[config.mk]
export PLATFORM = sky130hd
export DESIGN_NAME = mcycle_unit_flat
export DESIGN_NICKNAME = d
export VERILOG_FILES = /design/src/rtl/mcycle_unit_if.sv /design/src/rtl/mcycle_unit.sv /design/src/flat_wrapper.sv
export SDC_FILE = /design/constraint.sdc
export NUM_CORES = 1
export LEC_CHECK = 0
export CAP_MARGIN = 20
export CORE_MARGIN = 1.5
export CORE_UTILIZATION = 35
export DETAILED_ROUTE_END_ITERATION = 10
export GPL_TIMING_DRIVEN = 0
export MAX_ROUTING_LAYER = met4
export PLACE_DENSITY = 0.61
export SLEW_MARGIN = 5
export SYNTH_ARGS = -nofsm -noshare
export SYNTH_HDL_FRONTEND = slang
export SYNTH_SLANG_ARGS = --single-unit
[constraint.sdc]
create_clock -name CLK -period 7.4 [get_ports CLK]
set_clock_uncertainty 0.15 [all_clocks]
set_input_delay 0.74 -clock CLK [delete_from_list [all_inputs] [get_ports CLK]]
set_output_delay 0.74 -clock CLK [all_outputs]
set_load 0.02 [all_outputs]
[src/rtl/mcycle_unit_if.sv]
// rtl/mcycle_unit_if.sv - request/result bundle between an issuing pipeline and mcycle_unit
//
// Purpose: groups the operation request (Start, MCycleOp, operands) and the
//          result/stall signals (Result1, Result2, Busy, Done) of mcycle_unit.
// Modports:
//   master - pipeline side: drives Start/MCycleOp/Operand1/Operand2, reads results
//   slave  - mcycle_unit side: reads the request, drives Result1/Result2/Busy/Done
interface mcycle_unit_if;
  logic        Start;
  logic        MCycleOp;
  logic [31:0] Operand1;
  logic [31:0] Operand2;
  logic [31:0] Result1;
  logic [31:0] Result2;
  logic        Busy;
  logic        Done;

  modport master (
    output Start, MCycleOp, Operand1, Operand2,
    input  Result1, Result2, Busy, Done
  );

  modport slave (
    input  Start, MCycleOp, Operand1, Operand2,
    output Result1, Result2, Busy, Done
  );
endinterface

[src/rtl/mcycle_unit.sv]
// rtl/mcycle_unit.sv - 32-cycle unsigned shift-add multiplier / restoring divider
//
// Purpose: accepts an operation in IDLE when Start=1, iterates one bit per
//          cycle for 32 cycles in COMPUTE, then shows the results with a
//          one-cycle Done pulse in DONE.
// Ports:
//   CLK      in   system clock, rising edge
//   Reset_n  in   asynchronous active-low reset (release synchronized externally)
//   bus      slave modport of mcycle_unit_if:
//            Start, MCycleOp (0 = mul, 1 = div), Operand1, Operand2 in;
//            Result1 (product low / quotient), Result2 (product high /
//            remainder), Busy (stall request), Done (result valid pulse) out
module mcycle_unit (
  input  logic          CLK,
  input  logic          Reset_n,
  mcycle_unit_if.slave  bus
);

  typedef enum logic [1:0] {
    IDLE    = 2'd0,
    COMPUTE = 2'd1,
    DONE    = 2'd2
  } state_t;

  state_t      state_q, state_d;
  logic [4:0]  count_q, count_d;
  logic        op_q, op_d;
  // acc holds {product_high, multiplier} for mul and {remainder, dividend/quotient} for div
  logic [63:0] acc_q, acc_d;
  // opnd holds the multiplicand for mul and the divisor for div
  logic [31:0] opnd_q, opnd_d;
  logic [31:0] result1_q, result1_d;
  logic [31:0] result2_q, result2_d;

  logic [32:0] mul_sum;
  logic [63:0] mul_next;
  logic [32:0] div_diff;
  logic [63:0] div_next;
  logic [63:0] iter_next;

  always_comb begin
    // Shift-add: add the multiplicand into the upper half when the multiplier
    // LSB is set; the 33rd sum bit becomes the new MSB after the right shift.
    mul_sum  = {1'b0, acc_q[63:32]} + {1'b0, opnd_q};
    mul_next = acc_q[0] ? {mul_sum, acc_q[31:1]} : {1'b0, acc_q[63:1]};

    // Restoring divide: acc_q[63:31] is the remainder after the left shift.
    // It is always below 2*divisor, so bit 32 of the difference is its sign.
    div_diff = acc_q[63:31] - {1'b0, opnd_q};
    div_next = div_diff[32] ? {acc_q[62:0], 1'b0}
                            : {div_diff[31:0], acc_q[30:0], 1'b1};

    iter_next = op_q ? div_next : mul_next;
  end

  always_comb begin
    state_d   = state_q;
    count_d   = count_q;
    op_d      = op_q;
    acc_d     = acc_q;
    opnd_d    = opnd_q;
    result1_d = result1_q;
    result2_d = result2_q;

    case (state_q)
      IDLE: begin
        if (bus.Start) begin
          op_d    = bus.MCycleOp;
          acc_d   = {32'd0, bus.MCycleOp ? bus.Operand1 : bus.Operand2};
          opnd_d  = bus.MCycleOp ? bus.Operand2 : bus.Operand1;
          count_d = 5'd0;
          state_d = COMPUTE;
        end
      end
      COMPUTE: begin
        acc_d   = iter_next;
        count_d = count_q + 5'd1;
        if (count_q == 5'd31) begin
          state_d   = DONE;
          result1_d = iter_next[31:0];
          result2_d = iter_next[63:32];
        end
      end
      DONE: begin
        state_d = IDLE;
      end
      default: begin
        state_d = IDLE;
      end
    endcase
  end

  always_ff @(posedge CLK or negedge Reset_n) begin
    if (!Reset_n) begin
      state_q   <= IDLE;
      count_q   <= 5'd0;
      op_q      <= 1'b0;
      acc_q     <= 64'd0;
      opnd_q    <= 32'd0;
      result1_q <= 32'd0;
      result2_q <= 32'd0;
    end else begin
      state_q   <= state_d;
      count_q   <= count_d;
      op_q      <= op_d;
      acc_q     <= acc_d;
      opnd_q    <= opnd_d;
      result1_q <= result1_d;
      result2_q <= result2_d;
    end
  end

  // Busy is combinational so the PC stalls in the very cycle Start is first
  // seen; gating with Reset_n keeps it low while reset is held.
  assign bus.Busy    = Reset_n & (((state_q == IDLE) & bus.Start) | (state_q == COMPUTE));
  assign bus.Done    = (state_q == DONE);
  assign bus.Result1 = result1_q;
  assign bus.Result2 = result2_q;

endmodule

[src/flat_wrapper.sv]
// flat-port wrapper written by rule: the top's interface ports become plain ports
module mcycle_unit_flat 
  (CLK, Reset_n, bus_Start, bus_MCycleOp, bus_Operand1, bus_Operand2, bus_Result1, bus_Result2, bus_Busy, bus_Done);
  mcycle_unit_if bus_i ();
  input  logic CLK;
  input  logic Reset_n;
  input wire logic [$bits(bus_i.Start)-1:0] bus_Start;
  input wire logic [$bits(bus_i.MCycleOp)-1:0] bus_MCycleOp;
  input wire logic [$bits(bus_i.Operand1)-1:0] bus_Operand1;
  input wire logic [$bits(bus_i.Operand2)-1:0] bus_Operand2;
  output wire logic [$bits(bus_i.Result1)-1:0] bus_Result1;
  output wire logic [$bits(bus_i.Result2)-1:0] bus_Result2;
  output wire logic [$bits(bus_i.Busy)-1:0] bus_Busy;
  output wire logic [$bits(bus_i.Done)-1:0] bus_Done;
  assign bus_i.Start = bus_Start;
  assign bus_i.MCycleOp = bus_MCycleOp;
  assign bus_i.Operand1 = bus_Operand1;
  assign bus_i.Operand2 = bus_Operand2;
  assign bus_Result1 = bus_i.Result1;
  assign bus_Result2 = bus_i.Result2;
  assign bus_Busy = bus_i.Busy;
  assign bus_Done = bus_i.Done;
  mcycle_unit u_core (.CLK(CLK), .Reset_n(Reset_n), .bus(bus_i));
endmodule
## Yosys cells after proc, flatten, opt, wreduce, memory -nomap -nowiden

Cells that the tools add are included.

| operators by class | value |
|---|---|
| add/subtract/negate cells | 3 |
| $mul | 0 |
| divide/modulo/power cells | 0 |
| order comparisons | 0 |
| equal/unequal tests | 5 |
| shifts and indexed selects | 0 |
| multiplexer cells | 12 |
| bitwise logic cells | 3 |
| reductions and logical operators | 6 |

Operators with widths:

| cell | number |
|---|---|
| $mux 64 | 4 |
| $pmux 64 s2 | 1 |
| $mux 32 | 2 |
| $add 32x32->33 | 1 |
| $sub 33x32->33 | 1 |
| $pmux 5 s2 | 1 |
| $reduce_and 2->1 | 4 |
| $add 5x1->5 const B | 1 |
| $eq 5x5->1 const B | 1 |
| $mux 5 | 1 |
| $mux 2 | 2 |
| $pmux 2 s2 | 1 |
| $and 1x1->1 | 2 |
| $eq 2x1->1 const B | 1 |
| $eq 2x2->1 const B | 1 |
| $logic_not 2->1 | 1 |
| $ne 2x1->1 const B | 1 |
| $ne 2x2->1 const B | 1 |
| $reduce_bool 2->1 | 1 |
| $or 1x1->1 | 1 |

| word-level totals | value |
|---|---|
| register bits after elaboration | 168 |
| latch bits | 0 |
| memory bits (writable) | 0 |
| memory bits (read-only) | 0 |
| bits of input ports | 68 |
| logic and storage cells | 36 |
| memories kept | 0 |

## Logic depth before layout (Yosys ltp)

Gate-level depths: netlist (run 1).

| depth | value |
|---|---|
| word-level depth | 4 |
| mapped depth | 15 |
| depth with buffers taken out | 13 |

## Worst setup path before layout (run 1)

No wires, ideal clock.

| path | value |
|---|---|
| path kind | reg2reg |
| start | reg u_core.opnd_q[0] |
| end | reg u_core.acc_q[49] |
| setup time | 0.122 ns |
| data arrival time | 3.156 ns |
| required time | 7.128 ns |
| setup slack | 3.972 ns |
| cell stages (with the launch flop) | 15 |
| buffers on the path | 2 |
| clock period less this slack | 3.428 ns |
| cell sequence | dfrtp_1 -> ha_1 -> fa_1 -> nand2b_1 -> a21oi_2 -> o31a_1 -> a311oi_2 -> o41a_4 -> o21ai_4 -> o31ai_2 -> buf_4 -> buf_6 -> o21ai_1 -> o211ai_1 -> a32o_1 |

| on the way | value |
|---|---|
| cells in the longest elaborated chain, start to end | 4 |
| elaborated cells on any way between the ends | 6 |
| those cells by class | add/sub (2); mux (4) |

RTL lines:

| item | RTL line | RTL |
|---|---|---|
| start, declared | mcycle_unit.sv:31 | `logic [31:0] opnd_q, opnd_d;` |
| start signal, assigned | mcycle_unit.sv:107 | `opnd_q <= opnd_d;` |
| $sub 33x32->33 or $add 32x32->33 (tied branches) | mcycle_unit.sv:49, mcycle_unit.sv:44 |  |
| $mux 64, on equally long branches | mcycle_unit.sv:50, mcycle_unit.sv:45 |  |
| $mux 64 * | mcycle_unit.sv:53 | `iter_next = op_q ? div_next : mul_next;` |
| $pmux 64 s2 * | mcycle_unit.sv:65 | `case (state_q)` |
| end signal, assigned | mcycle_unit.sv:98 | `acc_q <= 64'd0;` |
| end signal, assigned | mcycle_unit.sv:106 | `acc_q <= acc_d;` |
| end, declared | mcycle_unit.sv:29 | `logic [63:0] acc_q, acc_d;` |

Mark *: on every way between the ends. The rest lies on a longest branch, timed or not.
A chain may end at the register's enable or synchronous reset.

## Worst setup path after layout (run 1)

| path | value |
|---|---|
| start | in bus_Start |
| end | out bus_Busy |

| on the way | value |
|---|---|
| cells in the longest elaborated chain, start to end | 3 |

RTL lines:

| item | RTL line | RTL |
|---|---|---|
| start, declared | flat_wrapper.sv:7 | `input wire logic [$bits(bus_i.Start)-1:0] bus_Start;` |
| $and 1x1->1 | mcycle_unit.sv:115 | `assign bus.Busy = Reset_n & (((state_q == IDLE) & bus.Start) \| (state_q == COMPUTE));` |
| $or 1x1->1 | mcycle_unit.sv:115 |  |
| $and 1x1->1 | mcycle_unit.sv:115 |  |
| end, declared | flat_wrapper.sv:13 | `output wire logic [$bits(bus_i.Busy)-1:0] bus_Busy;` |

Every way passes these cells.

==> results.md, run 1 <==
* Area growth, synth to finish at 21.4%
* Final routed wirelength across all metal layers at 41.6 mm
* Largest net degree at the start of global routing at 110
* Maximum capacitance violations at 0
* Kind of critical path: primary input to output pin
* Largest cells by area after synthesis: sky130_fd_sc_hd__dfrtp_1 36%, sky130_fd_sc_hd__mux2i_1 8.9%, sky130_fd_sc_hd__ha_1 7.0%
* Maximum fanout encountered on the critical timing path at 10
* Routed Antenna Nets at 0
* Min-delay worst type: primary input to async pin
* IO Count at 134
* Critical path, cell by cell: clkdlybuf4s50_1, o21bai_1, clkbuf_1, clkbuf_1, nor2_1, clkdlybuf4s50_1
* DR vias/cell at 5.75
* Share of final-layout standard cells stronger than drive strength 1 at 4.87%
* Via count at 11157
* HPWL after detailed placement at 32.7 mm
* Die outline area at 0.0347 mm2
* CP Buf/Inv Count at 4
* Slowest CP cell: sky130_fd_sc_hd__o21bai_1
* First-pass GRT wire length at 63.1 mm
* Cell count after synthesis at 1332
* Post-synthesis instance area at 0.0117 mm2
* Input/output buffers at 133
* Net count after synthesis at 1468
* Per-instance average area after synthesis at 8.82 um2
* Clk sinks at 168
* Largest family of logic cells by synthesized area: compound AO/OA/AOI/OAI gates
* Final routed DRC violation total at 0
* Achievable clock frequency at 0.198 GHz
* Simple-gate portion of the synthesized area at 13.7%
* Buffers from clock root to sink, at most at 2
* Antenna violations before repair at 0
* Worst path max stage delay at 0.93 ns
* Top_reg_cell synth: sky130_fd_sc_hd__dfrtp_1
* Effective utilization at floorplan at 35.8%
* Hold buffer count at cts at 0
* Multiplexer share of the synthesized area at 10.7%
* Area of the core region at 0.0328 mm2
* Worst Max-Slew Pin Slew at 1.15 ns
* Number of buffers inserted during clock tree synthesis at 17
* Count of distinct cell types in the synthesized netlist at 69
* First-iteration detailed-routing DRC count at 799
* Critical path data arrival time at 4.16 ns
* Asr flop ratio synth at 100%
* Via count of the first global-routing pass at 10817
* Drt pass-1 iters at 7
* CTS H-Tree Depth at 4
* EDFF count, synth at 0
* Number of core rows at 66
* Top cell type's share of synthesized area at 35.8%
* Category of cells accounting for the largest share of critical-path delay: buffers and inverters
* DR WL/cell at 21.4 um
* Data required time of the critical path at 6.51 ns
* Post-CTS setup buffers at 0
* Filler cells at 3251
* NumNets Final at 1621
* Die Ht at 186 um
* Total global routing track utilization at 25.0%
* Worst slew margin at 23.0%
* Skew-Pair Late Insertion Delay at 0.45 ns
* Count of instances resized after the clock tree is built at 0
* Clock transition at the registers of the reported paths at 0.07 ns
* Clock Tree Root: sky130_fd_sc_hd__clkbuf_16
* Clock tree from TritonCTS: built
* Count of endpoints failing hold in the final timing report at 0
* RSZ-0062 raised after global routing: false
* YS warnings at 0
* Category of the worst setup path capture point: output pin
* Library cell occupying the most area in the post-synthesis netlist: sky130_fd_sc_hd__dfrtp_1
* Most instantiated cells after synthesis: 178 x sky130_fd_sc_hd__nand2_1, 168 x sky130_fd_sc_hd__dfrtp_1, 130 x sky130_fd_sc_hd__o21ai_0, 105 x sky130_fd_sc_hd__mux2i_1, 78 x sky130_fd_sc_hd__a21oi_1
* Final antenna diode count at 0
* Startpoint types: primary input
* Die width at 186 um
* Sequential-to-total area share from yosys stat at 35.8%
* Outcome: finished clean
* Post-synthesis xor/xnor area fraction at 4.03%
* Number of storage elements in the synthesis netlist at 168
* Final Hold Slack at 0.0790 ns
* Total overflow reported by the global router at 0
* Final period demand of the worst path at 5.05 ns
* Final count of negative-setup-slack endpoints at 0
* Adder-cell area share of the yosys netlist at 7.37%
* Final weighted congestion of routability-driven global placement at 0.943
* Post-synthesis compound-gate area fraction at 23.9%
* Most frequent cell after synthesis: sky130_fd_sc_hd__nand2_1
* Total count of max-transition violations in the final report at 0
* Share of the clock period used by the worst path at 68.2%
[logic make-up (layout without fill, tap and decap cells)]
group / after synthesis / after routing
AOI/OAI and AO/OA: 430 / 430
muxes: 123 / 123
buffers and inverters: 135 / 301
and+or+nand+nor: 354 / 354
xor gates and xnor gates: 54 / 54
DFF: 168 / 168
adders and majority gates: 68 / 68
[cell usage in the layout, fill, tap and decap left out, types with 5 or more instances in the layout]
master,instances
sky130_fd_sc_hd__a211oi_1,22
sky130_fd_sc_hd__a21o_1,21
sky130_fd_sc_hd__a21oi_1,78
sky130_fd_sc_hd__a22o_1,24
sky130_fd_sc_hd__a31oi_1,31
sky130_fd_sc_hd__and2_1,5
sky130_fd_sc_hd__and3_1,5
sky130_fd_sc_hd__buf_1,16
sky130_fd_sc_hd__clkbuf_1,64
sky130_fd_sc_hd__clkbuf_16,17
sky130_fd_sc_hd__clkdlybuf4s50_1,132
sky130_fd_sc_hd__dfrtp_1,168
sky130_fd_sc_hd__ha_1,66
sky130_fd_sc_hd__inv_1,47
sky130_fd_sc_hd__mux2_2,18
sky130_fd_sc_hd__mux2i_1,105
sky130_fd_sc_hd__nand2_1,178
sky130_fd_sc_hd__nand2b_1,9
sky130_fd_sc_hd__nand3_1,34
sky130_fd_sc_hd__nand4_1,16
sky130_fd_sc_hd__nor2_1,48
sky130_fd_sc_hd__nor2b_1,20
sky130_fd_sc_hd__nor3_1,18
sky130_fd_sc_hd__nor4_1,5
sky130_fd_sc_hd__o211ai_1,16
sky130_fd_sc_hd__o21a_1,12
sky130_fd_sc_hd__o21ai_0,130
sky130_fd_sc_hd__o21bai_1,7
sky130_fd_sc_hd__o221ai_1,32
sky130_fd_sc_hd__o31ai_1,12
sky130_fd_sc_hd__xnor2_1,32
sky130_fd_sc_hd__xor2_1,22
[per-stage QoR]
step | cell area (um2) | setup TNS, ns | util, % | std cells | setup WS (ns)
after detailed placement | 13700 | 0 | 41.7 | 1908 | 2.38
after global placement | 13600 | -312.35 | 41.6 | 1907 | -1.88
after global routing | 14300 | 0 | 43.5 | 1940 | 2.26
final | 14300 | 0 | 43.5 | 1940 | 2.35
after floorplan | 11700 | 0 | - | 1332 | 3.97
after CTS | 14300 | 0 | 43.5 | 1940 | 2.37
[worst paths after layout]
kind	cells past startpoint	slack (ns)	start	to
min in group CLK	2	0.33	u_core.bus.Result2[22]$_DFFE_PN0P_	u_core.bus.Result2[22]$_DFFE_PN0P_
max in group asynchronous	2	6.07	Reset_n	u_core.opnd_q[2]$_DFFE_PN0P_
min	1	0.08	Reset_n	u_core.acc_q[58]$_DFFE_PN0P_
max	6	2.35	bus_Start	bus_Busy
max reg2reg	14	2.99	u_core.acc_q[31]$_DFFE_PN0P_	u_core.acc_q[63]$_DFFE_PN0P_
min reg2reg	2	0.33	u_core.bus.Result2[22]$_DFFE_PN0P_	u_core.bus.Result2[22]$_DFFE_PN0P_
[worst register-to-register path, delay by kind of cell (launching register included)]
family | cells | cell delay, ns
buffers and inverters | 2 | 0.56
and+or+nand+nor | 2 | 0.37
DFF | 1 | 0.36
adders and majority gates | 2 | 0.71
AOI/OAI and AO/OA | 8 | 2.11
[routing by layer]
layer | wire length (um) | up-vias | global-route usage, %
li1 | - | 5209 | -
met1 | 19200 | 5498 | 33.9
met2 | 19000 | 401 | 39.0
met3 | 2440 | 49 | 3.27
met4 | 988 | 0 | 7.39
met5 | 0 | - | -
[flip-flops by register name (all words and copies together), names as in the netlist]
| register | cells |
|---|---|
| u_core.acc_q | 64 |
| u_core.bus.Result1 | 32 |
| u_core.bus.Result2 | 32 |
| u_core.count_q | 5 |
| u_core.op_q | 1 |
| u_core.opnd_q | 32 |
| u_core.state_q | 2 |
[cell type report]
type | instances | area [um2] | share of cell area, %
Multi-Input combinational cell | 1029 | 7010 | 49.2
Sequential cell | 168 | 4200 | 29.5
Timing Repair Buffer | 134 | 1360 | 9.56
Tap cell | 442 | 553 | 3.88
Clock buffer | 18 | 439 | 3.08
Buffer | 87 | 350 | 2.46
Inverter | 48 | 180 | 1.26
Clock inverter | 14 | 158 | 1.11
Power of run 1 is not shown: default switching activity piles up to over one toggle a cycle in this logic, so the estimate is an artifact.
==> run 2: changes to the inputs <==
clock period = 5 ns   (was 7.4 ns; I/O delays follow)
==> run 2 against run 1 <==
Effect of this change: first-iteration DRC count rose by 2.9%; hold slack improved by 0.25 ns; register-to-register slack got worse by 2.4 ns; setup slack got worse by 1.9 ns; final cell count barely moved; critical path depth did not move; via count fell by 0.13%; critical path type unchanged; non-clock buffer count rose by 1; sequential share of layout area barely moved.
==> results.md, run 2 (synthesis results as in run 1) <==
* Worst R2R Setup Slack at 0.61 ns (-2.38 ns)
* Clk sinks at 168 (unchanged)
* HPWL after detailed placement at 32.7 mm (unchanged)
* Final routed DRC violation total at 0 (unchanged)
* Capturing point of the worst reg2reg path: u_core.acc_q[63]$_DFFE_PN0P_
* Outcome: finished clean
* Critical path, cell by cell: clkdlybuf4s50_1, o21bai_1, clkbuf_1, clkbuf_1, nor2_1, clkdlybuf4s50_1
* Largest net degree at the start of global routing at 110 (unchanged)
* First-pass GRT wire length at 63.1 mm (about the same)
* Filler cells at 3251 (unchanged)
* Clock tree from TritonCTS: built
* Total overflow reported by the global router at 0 (unchanged)
* Area of the core region at 0.0328 mm2 (unchanged)
* Startpoint of the most critical register-to-register path: u_core.acc_q[31]$_DFFE_PN0P_
* Effective utilization at floorplan at 35.8% (unchanged)
* Number of core rows at 66 (unchanged)
* Skew-Pair Late Insertion Delay at 0.45 ns (about the same)
* Final count of negative-setup-slack endpoints at 0 (unchanged)
* Routed met1 length at 19.0 mm (-1.1%)
* Data required time of the critical path at 4.35 ns (-2.16 ns)
* Share of final-layout standard cells stronger than drive strength 1 at 4.87% (about the same)
* Count of endpoints failing hold in the final timing report at 0 (unchanged)
* Layout Cell Area excl Fill at 0.0143 mm2 (about the same)
* Worst path max stage delay at 0.94 ns (about the same)
* Kind of critical path: primary input to output pin
* Buffers from clock root to sink, at most at 2 (unchanged)
* Clock transition at the registers of the reported paths at 0.07 ns (about the same)
* Startpoint types: primary input
* Drt pass-1 iters at 5 (-2)
* Worst slew margin at 21.4% (-1.6 points)
* IO Count at 134 (unchanged)
* Area growth, synth to finish at 21.5% (about the same)
* Die outline area at 0.0347 mm2 (unchanged)
* Routed Antenna Nets at 0 (unchanged)
* Final routed wirelength across all metal layers at 41.6 mm (about the same)
* Min-delay worst type: flop to flop
* Most common cell after layout, fill and taps aside: sky130_fd_sc_hd__nand2_1
* Terminating pin of the worst hold path: u_core.bus.Result2[22]$_DFFE_PN0P_
* DR vias/cell at 5.74 (-0.19%)
* First-iteration detailed-routing DRC count at 822 (+2.9%)
* Via count of the first global-routing pass at 10820 (+0.028%)
* Top register by number of flip-flops: u_core.acc_q
* Input/output buffers at 133 (unchanged)
* Achievable clock frequency at 0.218 GHz
* Highest routed metal layer: met4
* DR WL/cell at 21.4 um (-0.12%)
* Number of buffers inserted during clock tree synthesis at 17 (unchanged)
* Total count of max-transition violations in the final report at 0 (unchanged)
* Die Ht at 186 um (unchanged)
* Final weighted congestion of routability-driven global placement at 0.943 (unchanged)
* Final period demand of the worst path at 4.58 ns
* Routed met2 length at 19.0 mm (about the same)
* Instance area at placement at 0.0137 mm2 (unchanged)
* Launching instance or port of the critical path: bus_Start
* Share of the clock period used by the worst path at 91.6%
* Antenna violations before repair at 0 (unchanged)
* RSZ-0062 raised after global routing: false
* Via count at 11142 (-0.13%)
* Clock Tree Root: sky130_fd_sc_hd__clkbuf_16
* Maximum capacitance violations at 0 (unchanged)
* Final antenna diode count at 0 (unchanged)
* Category of the worst setup path capture point: output pin
* Hold Crit Start: u_core.bus.Result2[22]$_DFFE_PN0P_
* Detailed route wirelength on metal3 at 2.68 mm (+9.7%)
* Max reg flops at 64 (unchanged)
* Slowest CP cell: sky130_fd_sc_hd__o21bai_1
* NumNets Final at 1622 (+0.062%)
* Total global routing track utilization at 25.0% (about the same)
* Final Hold Slack at 0.330 ns (+0.251 ns)
* Die width at 186 um (unchanged)
* Count of cells along the worst hold path at 2
* Top library cells by usage in the layout, fill and taps aside: 178 x sky130_fd_sc_hd__nand2_1, 168 x sky130_fd_sc_hd__dfrtp_1, 132 x sky130_fd_sc_hd__clkdlybuf4s50_1
* Maximum fanout encountered on the critical timing path at 10 (unchanged)
* Critical path data arrival time at 3.93 ns (-0.23 ns)
* Worst Max-Slew Pin Slew at 1.18 ns (+0.0236 ns)
* Worst R2R Path Depth at 14 (unchanged)
* CTS H-Tree Depth at 4 (unchanged)
* Count of instances resized after the clock tree is built at 0 (unchanged)
-- run 2: cell count changes in the layout (fill, tap and decap cells not counted) --
cell / change
sky130_fd_sc_hd__dlygate4sd3_1: +1
-- run 2: final cells by class --
type                            instances  area (um2)  share of cell area (%)
Multi-Input combinational cell       1029        7010                    49.1
Timing Repair Buffer                  135        1370                    9.63
Buffer                                 87         350                    2.46
Clock buffer                           18         439                    3.08
Sequential cell                       168        4200                    29.5
Inverter                               48         180                    1.26
Tap cell                              442         553                    3.88
Clock inverter                         14         158                    1.10
-- run 2: how the worst max path moves through the flow --
stage | end | slack (ns)
2_1_floorplan | u_core.acc_q[49]$_DFFE_PN0P_ | 1.57
3_3_place_gp | u_core.bus.Result1[4]$_DFFE_PN0P_ | -4.04
3_5_place_dp | bus_Busy | 0.46
4_1_cts | bus_Busy | 0.45
5_1_grt | bus_Busy | 0.34
6_report | bus_Busy | 0.42
-- run 2: critical path, delay by kind of cell --
kind,cells,cell delay (ns)
compound gates,1,0.94
simple gates,1,0.14
buf+inv,4,2.35
-- run 2: metal layers --
layer  vias to the layer above  GRT usage (%)
li1                       5214              -
met1                      5456           33.9
met2                       426           39.0
met3                        46           3.27
met4                         0           7.39
met5                         -              -
-- run 2: timing repair --
action	CTS	global route
hold endpoints to repair	60	0
buffers inserted	0	0
hold buffers	1	0
endpoints found under the setup margin	0	0
-- run 2: metrics by stage --
stage	TNS (ns)	setup WS, ns	std cells	utilization (%)
2_1_floorplan	0	1.57	1332	-
3_3_place_gp	-677.15	-4.04	1907	41.6
3_5_place_dp	0	0.456	1908	41.7
4_1_cts	0	0.453	1941	43.5
5_1_grt	0	0.342	1941	43.5
6_report	0	0.418	1941	43.5
Power of run 2 is left out for the same reason.
==> run 3: changes to the inputs <==
ABC_CLOCK_PERIOD_IN_PS = 5000   (was unset)
TNS_END_PERCENT = 50   (was unset)
==> results of run 3 <==
The final DEF is identical to that of run 2; final timing and power are the same.
Power of run 3 is left out for the same reason.
